### src/rtl/dpram_stream_ctrl.sv
// Streaming FIFO front-end that owns both ports of an external dual-port RAM.
// Define DPRAM_STREAM_CTRL_STATUS_EN to add the level and sticky overflow outputs.
module dpram_stream_ctrl #(
  parameter int ADDR_SIZE = 4,
  parameter int DATA_SIZE = 8,
  parameter int DEPTH     = 16
) (
  input  logic                 clk,
  input  logic                 rst_n,
  input  logic                 in_valid,
  output logic                 in_ready,
  input  logic [DATA_SIZE-1:0] in_data,
  output logic                 out_valid,
  input  logic                 out_ready,
  output logic [DATA_SIZE-1:0] out_data,
  output logic                 ram_cs,
  output logic                 ram_we,
  output logic                 ram_re,
  output logic                 ram_oe,
  output logic [ADDR_SIZE-1:0] ram_wr_address,
  output logic [ADDR_SIZE-1:0] ram_rd_address,
  output logic [DATA_SIZE-1:0] ram_data_in,
  input  logic [DATA_SIZE-1:0] ram_data_out
`ifdef DPRAM_STREAM_CTRL_STATUS_EN
  ,
  output logic [ADDR_SIZE:0]   level,
  output logic                 overflow
`endif
);

  localparam int PW = ADDR_SIZE + 1;

  typedef enum logic [1:0] {
    S_EMPTY,
    S_FETCH,
    S_VALID
  } state_e;

  state_e state_q, state_d;

  logic [PW-1:0] wr_ptr_q, wr_ptr_d;
  logic [PW-1:0] rd_ptr_q, rd_ptr_d;
  logic [PW-1:0] occ;

  logic [DATA_SIZE-1:0] out_data_q, out_data_d;
  logic [DATA_SIZE-1:0] wdata_q, wdata_d;
  logic [ADDR_SIZE-1:0] waddr_q, waddr_d;

  logic full;
  logic have_data;
  logic wr_fire;
  logic rd_issue;

  assign occ       = wr_ptr_q - rd_ptr_q;
  assign full      = (occ == PW'(DEPTH));
  assign have_data = (occ != '0);
  assign in_ready  = !full;
  assign wr_fire   = in_valid && in_ready;

  always_comb begin
    state_d    = state_q;
    out_data_d = out_data_q;
    rd_issue   = 1'b0;
    unique case (state_q)
      S_EMPTY: begin
        if (have_data) begin
          rd_issue = 1'b1;
          state_d  = S_FETCH;
        end
      end
      S_FETCH: begin
        out_data_d = ram_data_out;
        state_d    = S_VALID;
      end
      S_VALID: begin
        if (out_ready) begin
          if (have_data) begin
            rd_issue = 1'b1;
            state_d  = S_FETCH;
          end else begin
            state_d  = S_EMPTY;
          end
        end
      end
      default: state_d = S_EMPTY;
    endcase
  end

  assign wr_ptr_d = wr_ptr_q + PW'(wr_fire);
  assign rd_ptr_d = rd_ptr_q + PW'(rd_issue);
  assign waddr_d  = wr_fire ? wr_ptr_q[ADDR_SIZE-1:0] : waddr_q;
  assign wdata_d  = wr_fire ? in_data : wdata_q;

  // Write address/data hold their last value between writes.
  assign ram_we         = wr_fire;
  assign ram_re         = rd_issue;
  assign ram_oe         = rd_issue;
  assign ram_cs         = wr_fire | rd_issue;
  assign ram_wr_address = waddr_d;
  assign ram_data_in    = wdata_d;
  assign ram_rd_address = rd_ptr_q[ADDR_SIZE-1:0];

  assign out_valid = (state_q == S_VALID);
  assign out_data  = out_data_q;

  always_ff @(posedge clk or negedge rst_n) begin
    if (!rst_n) begin
      state_q    <= S_EMPTY;
      wr_ptr_q   <= '0;
      rd_ptr_q   <= '0;
      out_data_q <= '0;
      waddr_q    <= '0;
      wdata_q    <= '0;
    end else begin
      state_q    <= state_d;
      wr_ptr_q   <= wr_ptr_d;
      rd_ptr_q   <= rd_ptr_d;
      out_data_q <= out_data_d;
      waddr_q    <= waddr_d;
      wdata_q    <= wdata_d;
    end
  end

`ifdef DPRAM_STREAM_CTRL_STATUS_EN
  logic overflow_q, overflow_d;

  assign overflow_d = overflow_q | (in_valid & ~in_ready);
  assign overflow   = overflow_q;
  assign level      = occ;

  always_ff @(posedge clk or negedge rst_n) begin
    if (!rst_n) begin
      overflow_q <= 1'b0;
    end else begin
      overflow_q <= overflow_d;
    end
  end
`endif

endmodule

### config.mk
export PLATFORM = sky130hd
export DESIGN_NAME = dpram_stream_ctrl
export DESIGN_NICKNAME = d
export VERILOG_FILES = /design/src/rtl/dpram_stream_ctrl.sv
export SDC_FILE = /design/constraint.sdc
export NUM_CORES = 1
export LEC_CHECK = 0
export ABC_AREA = 1
export CAP_MARGIN = 5
export CORE_ASPECT_RATIO = 0.75
export CORE_MARGIN = 5
export CORE_UTILIZATION = 41
export CTS_CLUSTER_DIAMETER = 200
export CTS_CLUSTER_SIZE = 8
export DETAILED_ROUTE_END_ITERATION = 8
export GPL_TIMING_DRIVEN = 0
export PLACE_DENSITY = 0.75
export SYNTH_ARGS = -nofsm -noshare
export SYNTH_HDL_FRONTEND = slang
export SYNTH_SLANG_ARGS = --single-unit
### constraint.sdc
create_clock -name clk -period 2.2 [get_ports clk]
set_input_delay 0.33 -clock clk [delete_from_list [all_inputs] [get_ports clk]]
set_output_delay 0.33 -clock clk [all_outputs]
set_load 0.02 [all_outputs]
==> run metrics, run 1 <==
drt first pass iters 4; final WL 3.932 mm; antenna diode count 0; Slew @ Worst Pin 0.7854 ns; RSZ-0062 raised after global routing yes; clock buffer depth 2; drt drc 0; crit path time final 2.373 ns; Total GRT Usage 15.82%; IO Pins 50; Post-Syn Area 1535 µm²; most common cell after layout, fill and taps aside clkdlybuf4s50_1; post-layout util 71.83%; Placement Rows 19; Root Driver clkbuf_8; ANT nets after route 0; Multi-input gate area 807.0 µm²; syn_area_per_cell 10.17 µm²; vias in the first global route 1409; post-synthesis sequential area ratio 52.16%; Slew Limit Fails 0; vias 1303; post-place setup slack -0.4654 ns; Arr. time, crit path 2.04 ns; Clock Latency Late Sink 0.28 ns; PwrDens 1801 nW/µm²; Routed wire per std cell 14.09 µm; DR vias/cell 4.670; skew final 0.008480 ns; worst reg2reg path depth 13; Num CTS Buffers 5; Worst EP required 1.87 ns; initial antenna violation count 0; Critical Path Source Type register; Port Buf Inserts 49; Hold Path End state_q[1]; CTS tree done; leak pwr 1.223 nW; Die H 63.00 µm; RR Startpoint wr_ptr_q[2]; area delta synth->final 70.17%; post-synth top area cell dfrtp_1; syn nets 179; Yosys Warn Count 0; Worst Setup End Kind output pin; Final period util 107.8%; r2r endpoint wr_ptr_q[4]; largest net degree at the start of global routing 19; hpwl dp 2.698 mm; Die Area 5081 µm²; Starting Density 42.21%; first-pass GRT wire length 6.265 mm; CTS clk-pin slew, worst paths 0.06 ns; Reg2Reg Setup Slack -0.04 ns; f_max 421.5 MHz; Die X 80.66 µm; top post-synthesis cells by area dfrtp_1 (52%), nand2_1 (7.3%), nand3_1 (6.8%), ha_1 (6.5%), mux2_2 (5.9%); status finished with violations; hold slack 0.4501 ns; Slew headroom 47.48%; post-synth cell types 18; GP Congestion 0.8289; VDD IR max 0.0009381 V; number of synthesized register bits 32; Post-Synthesis Cells 151; failing checks negative setup slack; Final setup viols 18; core area 3637 µm²; Final Hold Viols 0; fraction of layout cells with a size suffix above 1 49.78%; dpl cells 253; setup ws final -0.1726 ns; MaxCap Viol Count 0; final cell count without fillers 279; Hold Path Stages 1; area share of the leading cell type in the synthesized netlist 52.16%; initial DRC count 26; CP Launch Point wr_ptr_q[2]; Worst Path Max Fanout 6; FF+latch area 804.5 µm²; nets@finish 254; H-tree depth 2; Crit Path Category reg -> out; commonest cells after routing, fill and taps aside clkdlybuf4s50_1 (32), dfrtp_1 (29), nand2_2 (22), buf_4 (22); Worst Hold Launch state_q[1]; Fill cells 258; GR Overflow Total 0; Hold/Removal Path Class reg -> reg; CTS sink cnt 32
## cell usage after synthesis
| library cell | number |
|---|---|
| xor2_1 | 3 |
| nand3_1 | 21 |
| nand3_2 | 1 |
| clkbuf_1 | 1 |
| buf_12 | 1 |
| dfrtp_1 | 32 |
| nor2_1 | 4 |
| inv_1 | 16 |
| mux2_2 | 8 |
| nand2_1 | 30 |
| ha_1 | 8 |
| nand2_2 | 9 |
| a21oi_1 | 3 |
| nor2_4 | 1 |
| or2_1 | 1 |
| buf_4 | 6 |
| nand2_4 | 2 |
| xnor2_1 | 4 |
## routing by layer
layer	GRT usage (%)	part of all wire, %	up-vias
met5	0	0	-
met3	5.043	6.8	4
met4	4.008	0.94	0
met2	27.38	51	49
li1	-	-	624
met1	18.85	42	626
## how the worst max path moves through the flow
stage | slack [ns] | endpoint
2_1_floorplan | -0.01 | wr_ptr_q[2]
3_3_place_gp | -0.41 | ram_wr_address[2]
3_5_place_dp | -0.47 | ram_data_in[0]
4_1_cts | -0.18 | ram_we
5_1_grt | -0.28 | ram_wr_address[2]
6_report | -0.17 | ram_we
## timing repair
| action | CTS | global route |
|---|---|---|
| setup buffers | 14 | 3 |
| gates cloned | 0 | 1 |
| hold buffers | 0 | 0 |
| gates resized for setup | 118 | 26 |
| endpoints found under the setup margin | 21 | 24 |
| pin swaps | 2 | 3 |
## stage by stage
| step | area, µm² | setup TNS [ns] | total power [mW] |
|---|---|---|---|
| CTS | 2452 | -1.993 | 4.366 |
| floorplan | 1595 | -0.01932 | 2.587 |
| global placement | 2151 | -5.698 | 3.345 |
| finish | 2613 | -2.340 | 4.706 |
| global route | 2613 | -4.383 | 5.015 |
| detailed placement | 2178 | -6.709 | 3.468 |
## final cells by class
cell class	count	area share, %
Timing Repair Buffer	68	26.48
Buffer	8	2.778
Clock buffer	6	2.778
Tap cell	52	2.490
Sequential cell	32	30.79
Multi-Input combinational cell	95	30.89
Clock inverter	2	1.341
Inverter	16	2.443
## critical path: stages (launching register included)
cell	delay, ns
dfrtp_2	0.43
ha_4	0.28
or2_4	0.24
nand3_2	0.06
nand2_2	0.06
nor2_4	0.11
nand2_4	0.10
nand2_8	0.10
buf_12	0.13
clkinvlp_4	0.11
buf_6	0.14
## flip-flops by register name, summed over array words and instances (netlist names)
register,count
out_data,8
wdata_q,8
rd_ptr_q,5
wr_ptr_q,5
waddr_q,4
state_q,2
## power by group
| group | switching, mW | total, mW | leakage (nW) | internal, mW |
|---|---|---|---|---|
| Sequential | 0.201 | 1.09 | 0.378 | 0.886 |
| Clock | 0.203 | 0.539 | 0.0552 | 0.336 |
| Combinational | 1.53 | 3.08 | 0.790 | 1.55 |
| Total | 1.93 | 4.71 | 1.22 | 2.77 |
## kinds of logic after synthesis
| family | Yosys count | synth area share, % |
|---|---|---|
| xor+xnor | 7 | 3.994 |
| fa+ha+maj | 8 | 6.520 |
| flops | 32 | 52.16 |
| mux | 8 | 5.868 |
| simple gates | 69 | 22.09 |
| compound gates | 3 | 0.9777 |
| buf+inv | 24 | 8.394 |
Note: power is estimated with default switching activity, not from simulation.
==> run 2, diff against run 1 <==
Settings changed: CORE_UTILIZATION 41 to 32, PLACE_DENSITY 0.75 to 0.58.
==> run 2 against run 1 <==
The flow still finishes with violations (negative setup slack). Hold slack lost 0.35 ns. Via count decreased by 5.2%. Sequential share of layout area is 0.87 points higher. Die area is 24% higher. Sequential power hardly changed. Clock-buffer cell count unchanged. Register-to-register slack worse by 0.08 ns. Critical path depth up 1. Combinational power is 3% lower. Clock power fell by 27%. Clock skew increased by 0.0024 ns. Global-route usage is 3.8 points lower. Critical path type unchanged. Critical endpoint is now ram_wr_address[2]. Largest power group unchanged. Highest routed layer unchanged.
==> run metrics, run 2 (same netlist as run 1, synthesis figures left out) <==
CTS sink cnt 32; Final setup viols 19; hold slack 0.09590 ns; initial DRC count 55; Die X 89.98 µm; Setup TNS -2.649 ns; Arr. time, crit path 2.05 ns; Critical Path Source Type register; clock buffer depth 2; commonest cells after routing, fill and taps aside clkdlybuf4s50_1 (31), dfrtp_1 (28), buf_4 (24); H-tree depth 2; Port Buf Inserts 49; largest net degree at the start of global routing 33; Final Hold Viols 0; Root Driver clkbuf_8; area delta synth->final 65.77%; drt first pass iters 4; MaxCap Viol Count 0; Die H 69.99 µm; total chip power 4.470 mW; CTS clk-pin slew, worst paths 0.07 ns; Multi-input gate area 795.8 µm²; nets@finish 254; Routed wire per std cell 13.33 µm; hpwl dp 2.742 mm; IO Pins 50; final cell count without fillers 282; setup ws final -0.1809 ns; GP Congestion 0.7603; Clock Latency Late Sink 0.28 ns; initial antenna violation count 0; failing checks negative setup slack; leak pwr 1.193 nW; Worst Path Max Fanout 6; skew final 0.01091 ns; most common cell after layout, fill and taps aside clkdlybuf4s50_1; Placement Rows 21; Final period util 108.2%; CTS tree done; antenna diode count 0; Die Area 6297 µm²; CTS Hold Bufs 0; crit path time final 2.381 ns; PwrDens 1756 nW/µm²; vias in the first global route 1319; Slew @ Worst Pin 0.7054 ns; Fill cells 403; GR Overflow Total 0; RSZ-0062 raised after global routing yes; first-pass GRT wire length 6.216 mm; drt drc 0; FF+latch area 805.8 µm²; final WL 3.760 mm; DR vias/cell 4.379; f_max 420.0 MHz; Slew Limit Fails 0; dpl cells 257; Num CTS Buffers 5; vias 1235; core area 4546 µm²; Total GRT Usage 12.02%; ANT nets after route 0; Hold/Removal Path Class in -> async; Slew headroom 52.97%; Crit Path Category reg -> out; VDD IR max 0.0008680 V; Worst Setup End Kind output pin; status finished with violations; fraction of layout cells with a size suffix above 1 49.33%; Worst EP required 1.87 ns; Starting Density 33.77%
-- run 2: cell types whose count changed in the layout (fill, tap and decap cells not counted), sizes merged --
| cell | delta |
|---|---|
| buf | +1 |
| bufinv | -1 |
| clkdlybuf4s50 | -1 |
| clkinv | -1 |
-- run 2: worst max-delay path: stages, from the launching register on --
cell,delay (ns)
dfrtp_2,0.43
ha_4,0.27
or2_1,0.23
nand3_2,0.07
nand2_2,0.06
nor2_4,0.12
nand2_4,0.10
nand2_8,0.10
buf_12,0.13
nand2_2,0.05
nand2_2,0.08
buf_6,0.12
-- run 2: layout make-up --
type,count,share of cell area [%]
Buffer,8,2.852
Multi-Input combinational cell,95,31.27
Inverter,16,2.507
Timing Repair Buffer,68,26.06
Sequential cell,32,31.66
Clock buffer,6,2.852
Tap cell,57,2.802
-- run 2: final timing paths --
check                       startpoint                end  slack, ns  depth (start not counted)
setup / recovery           wr_ptr_q[2]  ram_wr_address[2]      -0.18                         11
hold / removal                   rst_n         wdata_q[7]        0.1                          1
setup reg to reg           wr_ptr_q[2]        wr_ptr_q[4]      -0.12                         14
hold reg to reg             state_q[1]         state_q[1]       0.46                          1
max in group asynchronous        rst_n        rd_ptr_q[2]       1.59                          1
min in group clk            state_q[1]         state_q[1]       0.46                          1
-- run 2: metal layers --
metal / wire (µm) / global-route usage (%) / vias up
li1: - / - / 624
met1: 1732 / 15.56 / 571
met2: 1759 / 19.16 / 38
met3: 253 / 4.614 / 2
met4: 14 / 2.479 / 0
met5: 0 / 0 / -
-- run 2: per-stage QoR --
step / worst slack (ns) / util (%) / instance area, µm²
final: -0.1809 / 55.99 / 2545
after detailed placement: -0.5342 / 47.34 / 2152
after global placement: -0.4317 / 47.45 / 2157
after CTS: -0.2028 / 51.78 / 2354
after global routing: -0.2486 / 55.99 / 2545
after floorplan: -0.01394 / - / 1595
-- run 2: timing repair --
item,in CTS,in global routing
pin swaps,2,12
setup buffers,11,7
gates resized for setup,114,28
setup endpoints to repair,25,23
cloned,0,1
-- run 2: where the power goes --
group / switching [mW] / internal [mW] / leakage [nW] / total, mW
clock network: 0.186 / 0.210 / 0.0371 / 0.396
logic: 1.50 / 1.50 / 0.779 / 3.00
registers: 0.184 / 0.888 / 0.377 / 1.07
==> run 3, diff against run 2 <==
Settings changed: CAP_MARGIN 5 to default.
==> results of run 3 <==
Final layout, timing and power as in run 2 (identical DEF).
